===== config.mk =====
export PLATFORM = sky130hd
export DESIGN_NAME = timer_scheduler
export DESIGN_NICKNAME = d
export VERILOG_FILES = /design/src/rtl/timer_pkg.sv /design/src/rtl/down_counter.sv /design/src/rtl/timer_scheduler.sv
export SDC_FILE = /design/constraint.sdc
export NUM_CORES = 1
export LEC_CHECK = 0
export BUFFER_PORTS_ARGS = -buffer_cell sky130_fd_sc_hd__buf_2
export CAP_MARGIN = 5
export CORE_AREA = 2 2 47 49
export CTS_BUF_LIST = sky130_fd_sc_hd__clkbuf_4
export CTS_CLUSTER_DIAMETER = 40
export CTS_CLUSTER_SIZE = 14
export DETAILED_ROUTE_END_ITERATION = 8
export DIE_AREA = 0 0 49 51
export PLACE_DENSITY = 0.63
export SLEW_MARGIN = 20
export SYNTH_ARGS = -nofsm -noshare
export SYNTH_HDL_FRONTEND = slang
export SYNTH_SLANG_ARGS = --single-unit

===== constraint.sdc =====
create_clock -name clk -period 1.9 [get_ports clk]
set_input_delay 0.19 -clock clk [delete_from_list [all_inputs] [get_ports clk]]
set_output_delay 0.19 -clock clk [all_outputs]
set_load 0.01 [all_outputs]

===== src/rtl/timer_pkg.sv =====
// Shared definitions for the timer scheduler: FSM state encoding, default
// counter width and the two-requester round-robin winner selection.
package timer_pkg;

  localparam int CNT_W_DEF = 4;

  typedef enum logic [1:0] {
    IDLE = 2'd0,
    RUN  = 2'd1,
    DONE = 2'd2
  } state_e;

  // With both requesting, the one not granted last wins; otherwise the lone requester wins.
  function automatic logic pickWinner(input logic [1:0] reqVec, input logic lastOwner);
    if (reqVec == 2'b11) begin
      return ~lastOwner;
    end
    return reqVec[1];
  endfunction

endpackage


===== src/rtl/down_counter.sv =====
// Loadable down counter that saturates at zero; shared interval counter of
// the timer scheduler.
module down_counter
  import timer_pkg::*;
#(
  parameter int W = CNT_W_DEF
) (
  input  logic         clk,
  input  logic         reset,
  input  logic         load,
  input  logic         en,
  input  logic [W-1:0] din,
  output logic [W-1:0] count
);

  logic [W-1:0] count_q;

  // A load always wins over a decrement; decrementing stops at zero.
  always_ff @(posedge clk or negedge reset) begin
    if (!reset) begin
      count_q <= '0;
    end else if (load) begin
      count_q <= din;
    end else if (en && (count_q != '0)) begin
      count_q <= count_q - 1'b1;
    end
  end

  assign count = count_q;

endmodule


===== src/rtl/timer_scheduler.sv =====
// Two-requester interval timer: round-robin grant of one shared down
// counter, one-cycle done pulse on completion, abort when the owner lets go.
module timer_scheduler
  import timer_pkg::*;
#(
  parameter int CNT_W = CNT_W_DEF
) (
  input  logic             clk,
  input  logic             reset,
  input  logic [1:0]       req,
  input  logic [CNT_W-1:0] len0,
  input  logic [CNT_W-1:0] len1,
  output logic [1:0]       gnt,
  output logic             busy,
  output logic [1:0]       done,
  output logic [CNT_W-1:0] count
);

  state_e     state_q;
  logic [1:0] gnt_q;
  logic [1:0] done_q;
  logic       owner_q;
  logic       last_q;

  logic             winner;
  logic             ownerReq;
  logic             cntLoad;
  logic             cntEn;
  logic [CNT_W-1:0] cntDin;

  assign winner   = pickWinner(req, last_q);
  assign ownerReq = req[owner_q];

  // Counter control: load the winner's length at grant, load zero on abort,
  // otherwise count down while the owner keeps its request up.
  always_comb begin
    cntLoad = 1'b0;
    cntEn   = 1'b0;
    cntDin  = '0;
    case (state_q)
      IDLE: begin
        if (req != 2'b00) begin
          cntLoad = 1'b1;
          cntDin  = winner ? len1 : len0;
        end
      end
      RUN: begin
        if (!ownerReq) begin
          cntLoad = 1'b1;
        end else begin
          cntEn = 1'b1;
        end
      end
      default: ;
    endcase
  end

  down_counter #(
    .W(CNT_W)
  ) u_counter (
    .clk  (clk),
    .reset(reset),
    .load (cntLoad),
    .en   (cntEn),
    .din  (cntDin),
    .count(count)
  );

  // Grant FSM with registered grant and done outputs. The last-granted
  // pointer moves at every grant, so an aborted interval still counts as a turn.
  always_ff @(posedge clk or negedge reset) begin
    if (!reset) begin
      state_q <= IDLE;
      gnt_q   <= 2'b00;
      done_q  <= 2'b00;
      owner_q <= 1'b0;
      last_q  <= 1'b1;
    end else begin
      case (state_q)
        IDLE: begin
          done_q <= 2'b00;
          if (req != 2'b00) begin
            state_q <= RUN;
            gnt_q   <= winner ? 2'b10 : 2'b01;
            owner_q <= winner;
            last_q  <= winner;
          end
        end
        RUN: begin
          if (!ownerReq) begin
            state_q <= IDLE;
            gnt_q   <= 2'b00;
          end else if (count == '0) begin
            state_q <= DONE;
            done_q  <= gnt_q;
          end
        end
        DONE: begin
          state_q <= IDLE;
          gnt_q   <= 2'b00;
          done_q  <= 2'b00;
        end
        default: begin
          state_q <= IDLE;
          gnt_q   <= 2'b00;
          done_q  <= 2'b00;
        end
      endcase
    end
  end

  assign gnt  = gnt_q;
  assign done = done_q;
  assign busy = |gnt_q;

endmodule


==> impl_results.html, run 1 <==
<table>
<tr><th>Metric</th><th>Value</th></tr>
<tr><th colspan="2">Synthesis</th></tr>
<tr><td>Post-Syn Nets</td><td>76</td></tr>
<tr><td>Distinct cell type count of the synthesized netlist</td><td>28</td></tr>
<tr><td>Number of synthesized register bits</td><td>12</td></tr>
<tr><td>Avg Synthesized Cell Area</td><td>10.6 sq um</td></tr>
<tr><td>Syn Std Cell Area</td><td>669 sq um</td></tr>
<tr><td>Synthesized instance count</td><td>63</td></tr>
<tr><td>Warning count from the yosys run</td><td>0</td></tr>
<tr><td>Fraction of the yosys area taken by sequential cells</td><td>45.0%</td></tr>
<tr><th colspan="2">Drt</th></tr>
<tr><td>1st-pass router iterations</td><td>4</td></tr>
<tr><td>Per-cell via count in the routed design</td><td>4.75</td></tr>
<tr><td>Starting DRC count in detailed routing</td><td>7</td></tr>
<tr><td>Detail-routed net length per standard cell</td><td>12.0 um</td></tr>
<tr><td>Via total after detailed routing</td><td>561</td></tr>
<tr><td>Antenna-violating nets left</td><td>0</td></tr>
<tr><td>DRC errors left</td><td>0</td></tr>
<tr><td>Total Wirelength</td><td>1410 um</td></tr>
<tr><th colspan="2">Setup path</th></tr>
<tr><td>R2R Path Start</td><td>u_counter.count[0]</td></tr>
<tr><td>Cell family with most CP delay</td><td>simple AND/OR/NAND/NOR gates</td></tr>
<tr><td>Category of the most critical setup path</td><td>reg -&gt; reg</td></tr>
<tr><td>Type of destination of the critical path</td><td>register</td></tr>
<tr><td>Arrival time at the worst endpoint</td><td>1.85 ns</td></tr>
<tr><td>Crit path from</td><td>u_counter.count[0]</td></tr>
<tr><td>CP max stage delay</td><td>0.42 ns</td></tr>
<tr><td>Buffers plus inverters on the worst setup path</td><td>1</td></tr>
<tr><td>CP Data Required Time</td><td>2.05 ns</td></tr>
<tr><td>Standard cell with the maximum stage delay on the critical path</td><td>dfrtp_1</td></tr>
<tr><td>Critical Path, Cell by Cell</td><td>inv_1 &gt; ha_1 &gt; nor3b_1 &gt; or2_2 &gt; o21ai_4 &gt; mux2_4</td></tr>
<tr><td>Critical Path Start Type</td><td>register</td></tr>
<tr><td>Crit-path max FO</td><td>5</td></tr>
<tr><th colspan="2">Clock network</th></tr>
<tr><td># H-tree levels</td><td>1</td></tr>
<tr><td>Number of instances resized during post-cts repair</td><td>0</td></tr>
<tr><td>Post-CTS setup repair buffer count</td><td>0</td></tr>
<tr><td>Post-cts hold buffer count</td><td>1</td></tr>
<tr><td>Clock Tree Root</td><td>clkbuf_4</td></tr>
<tr><td>Clock-pin slew on the worst setup and hold paths</td><td>0.07 ns</td></tr>
<tr><td>Clock buffers created by TritonCTS</td><td>3</td></tr>
<tr><td>TritonCTS clock tree</td><td>built</td></tr>
<tr><td>Clock insertion delay at the later pin of the skew report</td><td>0.26 ns</td></tr>
<tr><td>Clock sink total</td><td>12</td></tr>
<tr><td>Max Buffers Root-to-Sink</td><td>2</td></tr>
<tr><th colspan="2">Global routing</th></tr>
<tr><td>Wire length of the first global-routing pass</td><td>2280 um</td></tr>
<tr><td>Initial antenna violation count</td><td>0</td></tr>
<tr><td>Vias in the first global route</td><td>504</td></tr>
<tr><td>Gr usage total</td><td>11.9%</td></tr>
<tr><td>Largest net degree at the start of global routing</td><td>13</td></tr>
<tr><td>Remaining global-route overflow</td><td>0</td></tr>
<tr><th colspan="2">Pwr</th></tr>
<tr><td>Worst vdd rail ir drop</td><td>736 uV</td></tr>
<tr><td>Total power density per cell area</td><td>1610 nW/um^2</td></tr>
<tr><td>Post-layout power</td><td>1.38 mW</td></tr>
<tr><td>Static Leakage</td><td>0.417 nW</td></tr>
<tr><th colspan="2">STA</th></tr>
<tr><td>Fmax</td><td>0.590 GHz</td></tr>
<tr><td>Min Tclk post-route</td><td>1.70 ns</td></tr>
<tr><td>Setup repair after global routing missed its margin</td><td>false</td></tr>
<tr><td>Final Hold Fails</td><td>0</td></tr>
<tr><td>Final Skew</td><td>0.00364 ns</td></tr>
<tr><td>Slew at the pin with the worst max-slew slack</td><td>0.491 ns</td></tr>
<tr><td>Setup tns final</td><td>0 ns</td></tr>
<tr><td>Max transition margin</td><td>67.1%</td></tr>
<tr><td>Final hold slack</td><td>0.135 ns</td></tr>
<tr><td># setup viols final</td><td>0</td></tr>
<tr><td>Fin. max-slew vios</td><td>0</td></tr>
<tr><td>Share of the clock period used by the worst path after layout</td><td>89.3%</td></tr>
<tr><th colspan="2">Layout</th></tr>
<tr><td>Filler Cells Inserted</td><td>215</td></tr>
<tr><td>Sequential cell area</td><td>302 sq um</td></tr>
<tr><td>Antenna Diode Count</td><td>0</td></tr>
<tr><td>Nets@finish</td><td>104</td></tr>
<tr><td>Share of post-route cells with drive strength above 1</td><td>40.0%</td></tr>
<tr><td>Syn-to-layout area delta</td><td>28.4%</td></tr>
<tr><td>Final Util</td><td>41.7%</td></tr>
<tr><td>Multi-input gate area in the final layout</td><td>357 sq um</td></tr>
<tr><th colspan="2">Hold path</th></tr>
<tr><td>Hold Path Class</td><td>in -&gt; reg</td></tr>
<tr><td>Hold_sp</td><td>req[0]</td></tr>
<tr><th colspan="2">Job</th></tr>
<tr><td>Number of max-cap violations</td><td>0</td></tr>
<tr><th colspan="2">Run status</th></tr>
<tr><td>Status</td><td>complete, no violations</td></tr>
<tr><th colspan="2">Floorplanning</th></tr>
<tr><td>Horizontal die dimension</td><td>49 um</td></tr>
<tr><td>Core outline area</td><td>2060 sq um</td></tr>
<tr><td>IO Pins</td><td>21</td></tr>
<tr><td>Floorplan die area</td><td>2500 sq um</td></tr>
<tr><td>Number of placement rows</td><td>17</td></tr>
<tr><td>Initial Util</td><td>32.4%</td></tr>
<tr><td>Die height</td><td>51 um</td></tr>
<tr><th colspan="2">Placed design</th></tr>
<tr><td>Routability cong.</td><td>0.836</td></tr>
<tr><td>Buffers added on ports</td><td>20</td></tr>
<tr><td>Placed wire-length estimate after detailed placement</td><td>1080 um</td></tr>
</table>
placed cells by master, fill, tap and decap left out, types with 2 or more instances in the layout:
master     n
o22ai_1    2
o21a_1     2
nand2_1    4
nand3_1    2
clkbuf_4   4
o32ai_1    2
dfrtp_1   11
inv_1      3
buf_2     20
a21oi_1    4
buf_4      2
or2_2      2
o21ai_0    2
mux2_4     3
nor3_1     2
nor2_1     6
mux2i_1    4
synth_stat cells:
library cell | instances | area share [%]
a211oi_4 | 1 | 3.0
a21boi_2 | 1 | 1.7
a21o_2 | 1 | 1.3
a21oi_1 | 4 | 3.0
a22o_1 | 1 | 1.3
a31oi_1 | 1 | 0.94
and4b_1 | 1 | 1.5
dfrtp_1 | 11 | 41
dfstp_2 | 1 | 3.9
ha_1 | 1 | 1.9
inv_1 | 3 | 1.7
mux2_4 | 3 | 6.7
mux2i_1 | 4 | 6.0
nand2_1 | 4 | 2.2
nand2b_1 | 1 | 0.94
nand3_1 | 2 | 1.5
nand3b_1 | 1 | 1.1
nor2_1 | 6 | 3.4
nor2b_1 | 1 | 0.94
nor3_1 | 2 | 1.5
nor3b_1 | 1 | 1.1
o21a_1 | 2 | 2.2
o21ai_0 | 2 | 1.5
o21ai_1 | 1 | 0.75
o21ai_4 | 1 | 2.4
o22ai_1 | 2 | 1.9
o32ai_1 | 2 | 2.6
or2_2 | 2 | 1.9
worst paths after layout:
kind | endpoint | slack [ns] | cells past startpoint
min in group asynchronous | done[0] | 0.34 | 2
worst max register to register | u_counter.count[0] | 0.20 | 6
max in group asynchronous | last_q | 1.29 | 2
worst min-delay path | last_q | 0.14 | 2
worst max-delay path | u_counter.count[0] | 0.20 | 6
worst min register to register | done[1] | 0.52 | 2
routing by layer:
metal / global-route usage [%] / part of all wire [%] / up-vias
met5: 0 / 0 / -
met4: 2.86 / 0.64 / 0
met3: 2.92 / 4.6 / 2
met2: 18.3 / 44 / 17
met1: 17.0 / 51 / 252
li1: - / - / 290
worst reg2reg max path: cells and delay by family (launching register included):
kind            cells  cell delay [ns]
simple gates        2             0.47
flops               1             0.42
mux                 1             0.32
fa+ha+maj           1             0.21
compound gates      1             0.10
buf+inv             1             0.06
cell type report:
class,instances,share of cell area (%)
clock buffers,4,3.49
inverters,3,1.31
multi-input cells,48,41.5
flip-flops and latches,12,35.1
well taps,28,4.08
repair buffers,23,14.6
per-stage QoR:
stage	instance area [sq um]	instances	setup slack (ns)
floorplan	669	63	0.227
global placement	820	113	0.271
detailed placement	820	113	0.219
CTS	860	118	0.204
global route	860	118	0.113
finish	860	118	0.204
flip-flops by register name, summed over array words and instances (netlist names):
register / flops
done: 2
gnt: 2
last_q: 1
owner_q: 1
state_q: 2
u_counter.count: 4
cells by family after synthesis:
kind of cell / Yosys count / synth area share, %
AOI/OAI and AO/OA: 19 / 22.6
adders and majority gates: 1 / 1.87
and+or+nand+nor: 21 / 16.1
muxes: 7 / 12.7
buffers and inverters: 3 / 1.68
DFF: 12 / 45.0
power breakdown:
part | total (mW) | switching (mW) | leakage (nW) | internal, mW
registers | 0.489 | 0.119 | 0.152 | 0.370
logic | 0.718 | 0.355 | 0.247 | 0.364
clock network | 0.177 | 0.0817 | 0.0184 | 0.0953
No activity file was read; power rests on OpenSTA's default activity.
==> run 2, diff against run 1 <==
--- a/config.mk
+++ b/config.mk
@@ -14,6 +14,7 @@
 export DETAILED_ROUTE_END_ITERATION = 8
 export DIE_AREA = 0 0 49 51
 export PLACE_DENSITY = 0.63
+export RECOVER_POWER = 25
 export SLEW_MARGIN = 20
 export SYNTH_ARGS = -nofsm -noshare
 export SYNTH_HDL_FRONTEND = slang
==> run 2 against run 1 <==
Compared with the run above: routed wire length fell by 0.35%; clock skew barely moved; sequential cell count did not move; first-iteration DRC count did not move; worst hold slack did not move; via count rose by 0.18%; setup slack barely moved; final area fell by 0.15%; utilization fell by 0.061 points; clock power barely moved; critical path depth did not move; fmax barely moved; critical endpoint unchanged.
==> impl_results.html, run 2 (same netlist as run 1, synthesis figures left out) <==
<table>
<tr><th>Metric</th><th>Value</th></tr>
<tr><th colspan="2">Clock network</th></tr>
<tr><td>TritonCTS clock tree</td><td>built</td></tr>
<tr><td>Clock buffers created by TritonCTS</td><td>3</td></tr>
<tr><td>Clock insertion delay at the later pin of the skew report</td><td>0.26 ns</td></tr>
<tr><td># H-tree levels</td><td>1</td></tr>
<tr><td>Clock-pin slew on the worst setup and hold paths</td><td>0.07 ns</td></tr>
<tr><td>Post-CTS setup repair buffer count</td><td>0</td></tr>
<tr><td>Max Buffers Root-to-Sink</td><td>2</td></tr>
<tr><td>Clock Tree Root</td><td>clkbuf_4</td></tr>
<tr><td>Clock sink total</td><td>12</td></tr>
<tr><th colspan="2">Global routing</th></tr>
<tr><td>Wire length of the first global-routing pass</td><td>2280 um</td></tr>
<tr><td>Remaining global-route overflow</td><td>0</td></tr>
<tr><td>Gr usage total</td><td>11.9%</td></tr>
<tr><td>Vias in the first global route</td><td>504</td></tr>
<tr><td>Largest net degree at the start of global routing</td><td>13</td></tr>
<tr><td>Initial antenna violation count</td><td>0</td></tr>
<tr><th colspan="2">Floorplanning</th></tr>
<tr><td>Initial Util</td><td>32.4%</td></tr>
<tr><td>Number of placement rows</td><td>17</td></tr>
<tr><td>IO Pins</td><td>21</td></tr>
<tr><td>Floorplan die area</td><td>2500 sq um</td></tr>
<tr><td>Die height</td><td>51 um</td></tr>
<tr><td>Horizontal die dimension</td><td>49 um</td></tr>
<tr><td>Core outline area</td><td>2060 sq um</td></tr>
<tr><th colspan="2">Job</th></tr>
<tr><td>Number of max-cap violations</td><td>0</td></tr>
<tr><th colspan="2">Layout</th></tr>
<tr><td>Top library cells by usage in the layout, fill and taps aside</td><td>buf_2, dfrtp_1, nor2_1</td></tr>
<tr><td>Number of standard cells in the layout, taps in and fillers out</td><td>118</td></tr>
<tr><td>Nets@finish</td><td>104</td></tr>
<tr><td>Post-Layout Inst Area</td><td>858 sq um</td></tr>
<tr><td>Most common cell after layout, fill and taps aside</td><td>buf_2</td></tr>
<tr><td>Share of post-route cells with drive strength above 1</td><td>38.9%</td></tr>
<tr><td>Syn-to-layout area delta</td><td>28.2%</td></tr>
<tr><td>Antenna Diode Count</td><td>0</td></tr>
<tr><td>Max reg flops</td><td>4</td></tr>
<tr><td>Final Util</td><td>41.6%</td></tr>
<tr><th colspan="2">Setup path</th></tr>
<tr><td>Reg2Reg Capture Point</td><td>u_counter.count[0]</td></tr>
<tr><td>Critical Path Start Type</td><td>register</td></tr>
<tr><td>Type of destination of the critical path</td><td>register</td></tr>
<tr><td>CP Data Required Time</td><td>2.05 ns</td></tr>
<tr><td>Standard cell with the maximum stage delay on the critical path</td><td>dfrtp_1</td></tr>
<tr><td>CP max stage delay</td><td>0.42 ns</td></tr>
<tr><td>Arrival time at the worst endpoint</td><td>1.85 ns</td></tr>
<tr><td>R2R Path Start</td><td>u_counter.count[0]</td></tr>
<tr><td>Critical Path, Cell by Cell</td><td>inv_1 &gt; ha_1 &gt; nor3b_1 &gt; or2_2 &gt; o21ai_4 &gt; mux2_4</td></tr>
<tr><td>Crit-path max FO</td><td>5</td></tr>
<tr><td>Count of cells along the worst register-to-register path</td><td>6</td></tr>
<tr><td>Category of the most critical setup path</td><td>reg -&gt; reg</td></tr>
<tr><td>Worst R2R Setup Slack</td><td>0.20 ns</td></tr>
<tr><th colspan="2">Drt</th></tr>
<tr><td>Via total after detailed routing</td><td>562</td></tr>
<tr><td>1st-pass router iterations</td><td>4</td></tr>
<tr><td>Total Wirelength</td><td>1410 um</td></tr>
<tr><td>Starting DRC count in detailed routing</td><td>7</td></tr>
<tr><td>DRC errors left</td><td>0</td></tr>
<tr><td>Per-cell via count in the routed design</td><td>4.76</td></tr>
<tr><td>Antenna-violating nets left</td><td>0</td></tr>
<tr><td>Detail-routed net length per standard cell</td><td>11.9 um</td></tr>
<tr><th colspan="2">Hold path</th></tr>
<tr><td>Min-Delay Endpoint</td><td>last_q</td></tr>
<tr><td>Hold_sp</td><td>req[0]</td></tr>
<tr><td>Hold Path Cell Cnt</td><td>2</td></tr>
<tr><td>Hold Path Class</td><td>in -&gt; reg</td></tr>
<tr><th colspan="2">Pwr</th></tr>
<tr><td>Worst vdd rail ir drop</td><td>736 uV</td></tr>
<tr><td>Total power density per cell area</td><td>1610 nW/um^2</td></tr>
<tr><td>Static Leakage</td><td>0.415 nW</td></tr>
<tr><td>Post-layout power</td><td>1.38 mW</td></tr>
<tr><th colspan="2">Placed design</th></tr>
<tr><td>Buffers added on ports</td><td>20</td></tr>
<tr><td>Routability cong.</td><td>0.836</td></tr>
<tr><td>Placed Area</td><td>820 sq um</td></tr>
<tr><td>Post-placement worst setup slack</td><td>0.219 ns</td></tr>
<tr><td>Cells after DPL</td><td>113</td></tr>
<tr><td>Placed wire-length estimate after detailed placement</td><td>1080 um</td></tr>
<tr><th colspan="2">STA</th></tr>
<tr><td>Setup repair after global routing missed its margin</td><td>false</td></tr>
<tr><td>Share of the clock period used by the worst path after layout</td><td>89.3%</td></tr>
<tr><td>Fmax</td><td>0.590 GHz</td></tr>
<tr><td>Slew at the pin with the worst max-slew slack</td><td>0.631 ns</td></tr>
<tr><td>Final hold slack</td><td>0.135 ns</td></tr>
<tr><td>Max transition margin</td><td>57.9%</td></tr>
<tr><td>Final Skew</td><td>0.00362 ns</td></tr>
<tr><td>Min Tclk post-route</td><td>1.70 ns</td></tr>
<tr><td># setup viols final</td><td>0</td></tr>
<tr><td>Final Hold Fails</td><td>0</td></tr>
<tr><td>Worst path setup slack after routing</td><td>0.204 ns</td></tr>
<tr><td>Fin. max-slew vios</td><td>0</td></tr>
<tr><td>Setup tns final</td><td>0 ns</td></tr>
<tr><th colspan="2">Run status</th></tr>
<tr><td>Status</td><td>complete, no violations</td></tr>
</table>
## run 2: cell type report
type                    instances  area [sq um]
inverters                       3          11.3
clock buffers                   4          30.0
flip-flops and latches         12           302
repair buffers                 23           124
well taps                      28          35.0
fillers                       216          1200
multi-input cells              48           357
## run 2: worst max-delay path, delay by kind of cell (launching register included)
family | cells | cell delay, ns
AND/OR/NAND/NOR | 2 | 0.47
flip-flops | 1 | 0.42
multiplexers | 1 | 0.32
adder cells (fa/ha/maj) | 1 | 0.21
AO/OA/AOI/OAI | 1 | 0.10
buffers and inverters | 1 | 0.06
## run 2: metal layers
| metal | routed length, um | vias to the layer above | global-route usage (%) |
|---|---|---|---|
| li1 | - | 290 | - |
| met1 | 716 | 253 | 17.0 |
| met2 | 616 | 17 | 18.3 |
| met3 | 65 | 2 | 2.92 |
| met4 | 9 | 0 | 2.86 |
| met5 | 0 | - | 0 |
## run 2: what timing repair did
action                                 in CTS  in global routing
hold buffers                                1                  0
gates resized for setup                     0                  0
endpoints found under the hold margin      11                  0
## run 2: report_power, final
part           switching [mW]  internal [mW]  leakage, nW
combinational           0.354          0.363        0.244
clock                  0.0817         0.0953       0.0184
sequential              0.119          0.370        0.152
total                   0.555          0.828        0.415
## run 2: worst max path at each step
stage                       startpoint                 end  slack (ns)  depth (start not counted)
floorplan           u_counter.count[0]  u_counter.count[0]        0.23                          6
global placement    u_counter.count[0]  u_counter.count[0]        0.27                          6
detailed placement  u_counter.count[0]  u_counter.count[1]        0.22                          6
CTS                 u_counter.count[0]  u_counter.count[0]        0.20                          6
global route        u_counter.count[0]  u_counter.count[1]        0.11                          6
finish              u_counter.count[0]  u_counter.count[0]        0.20                          6
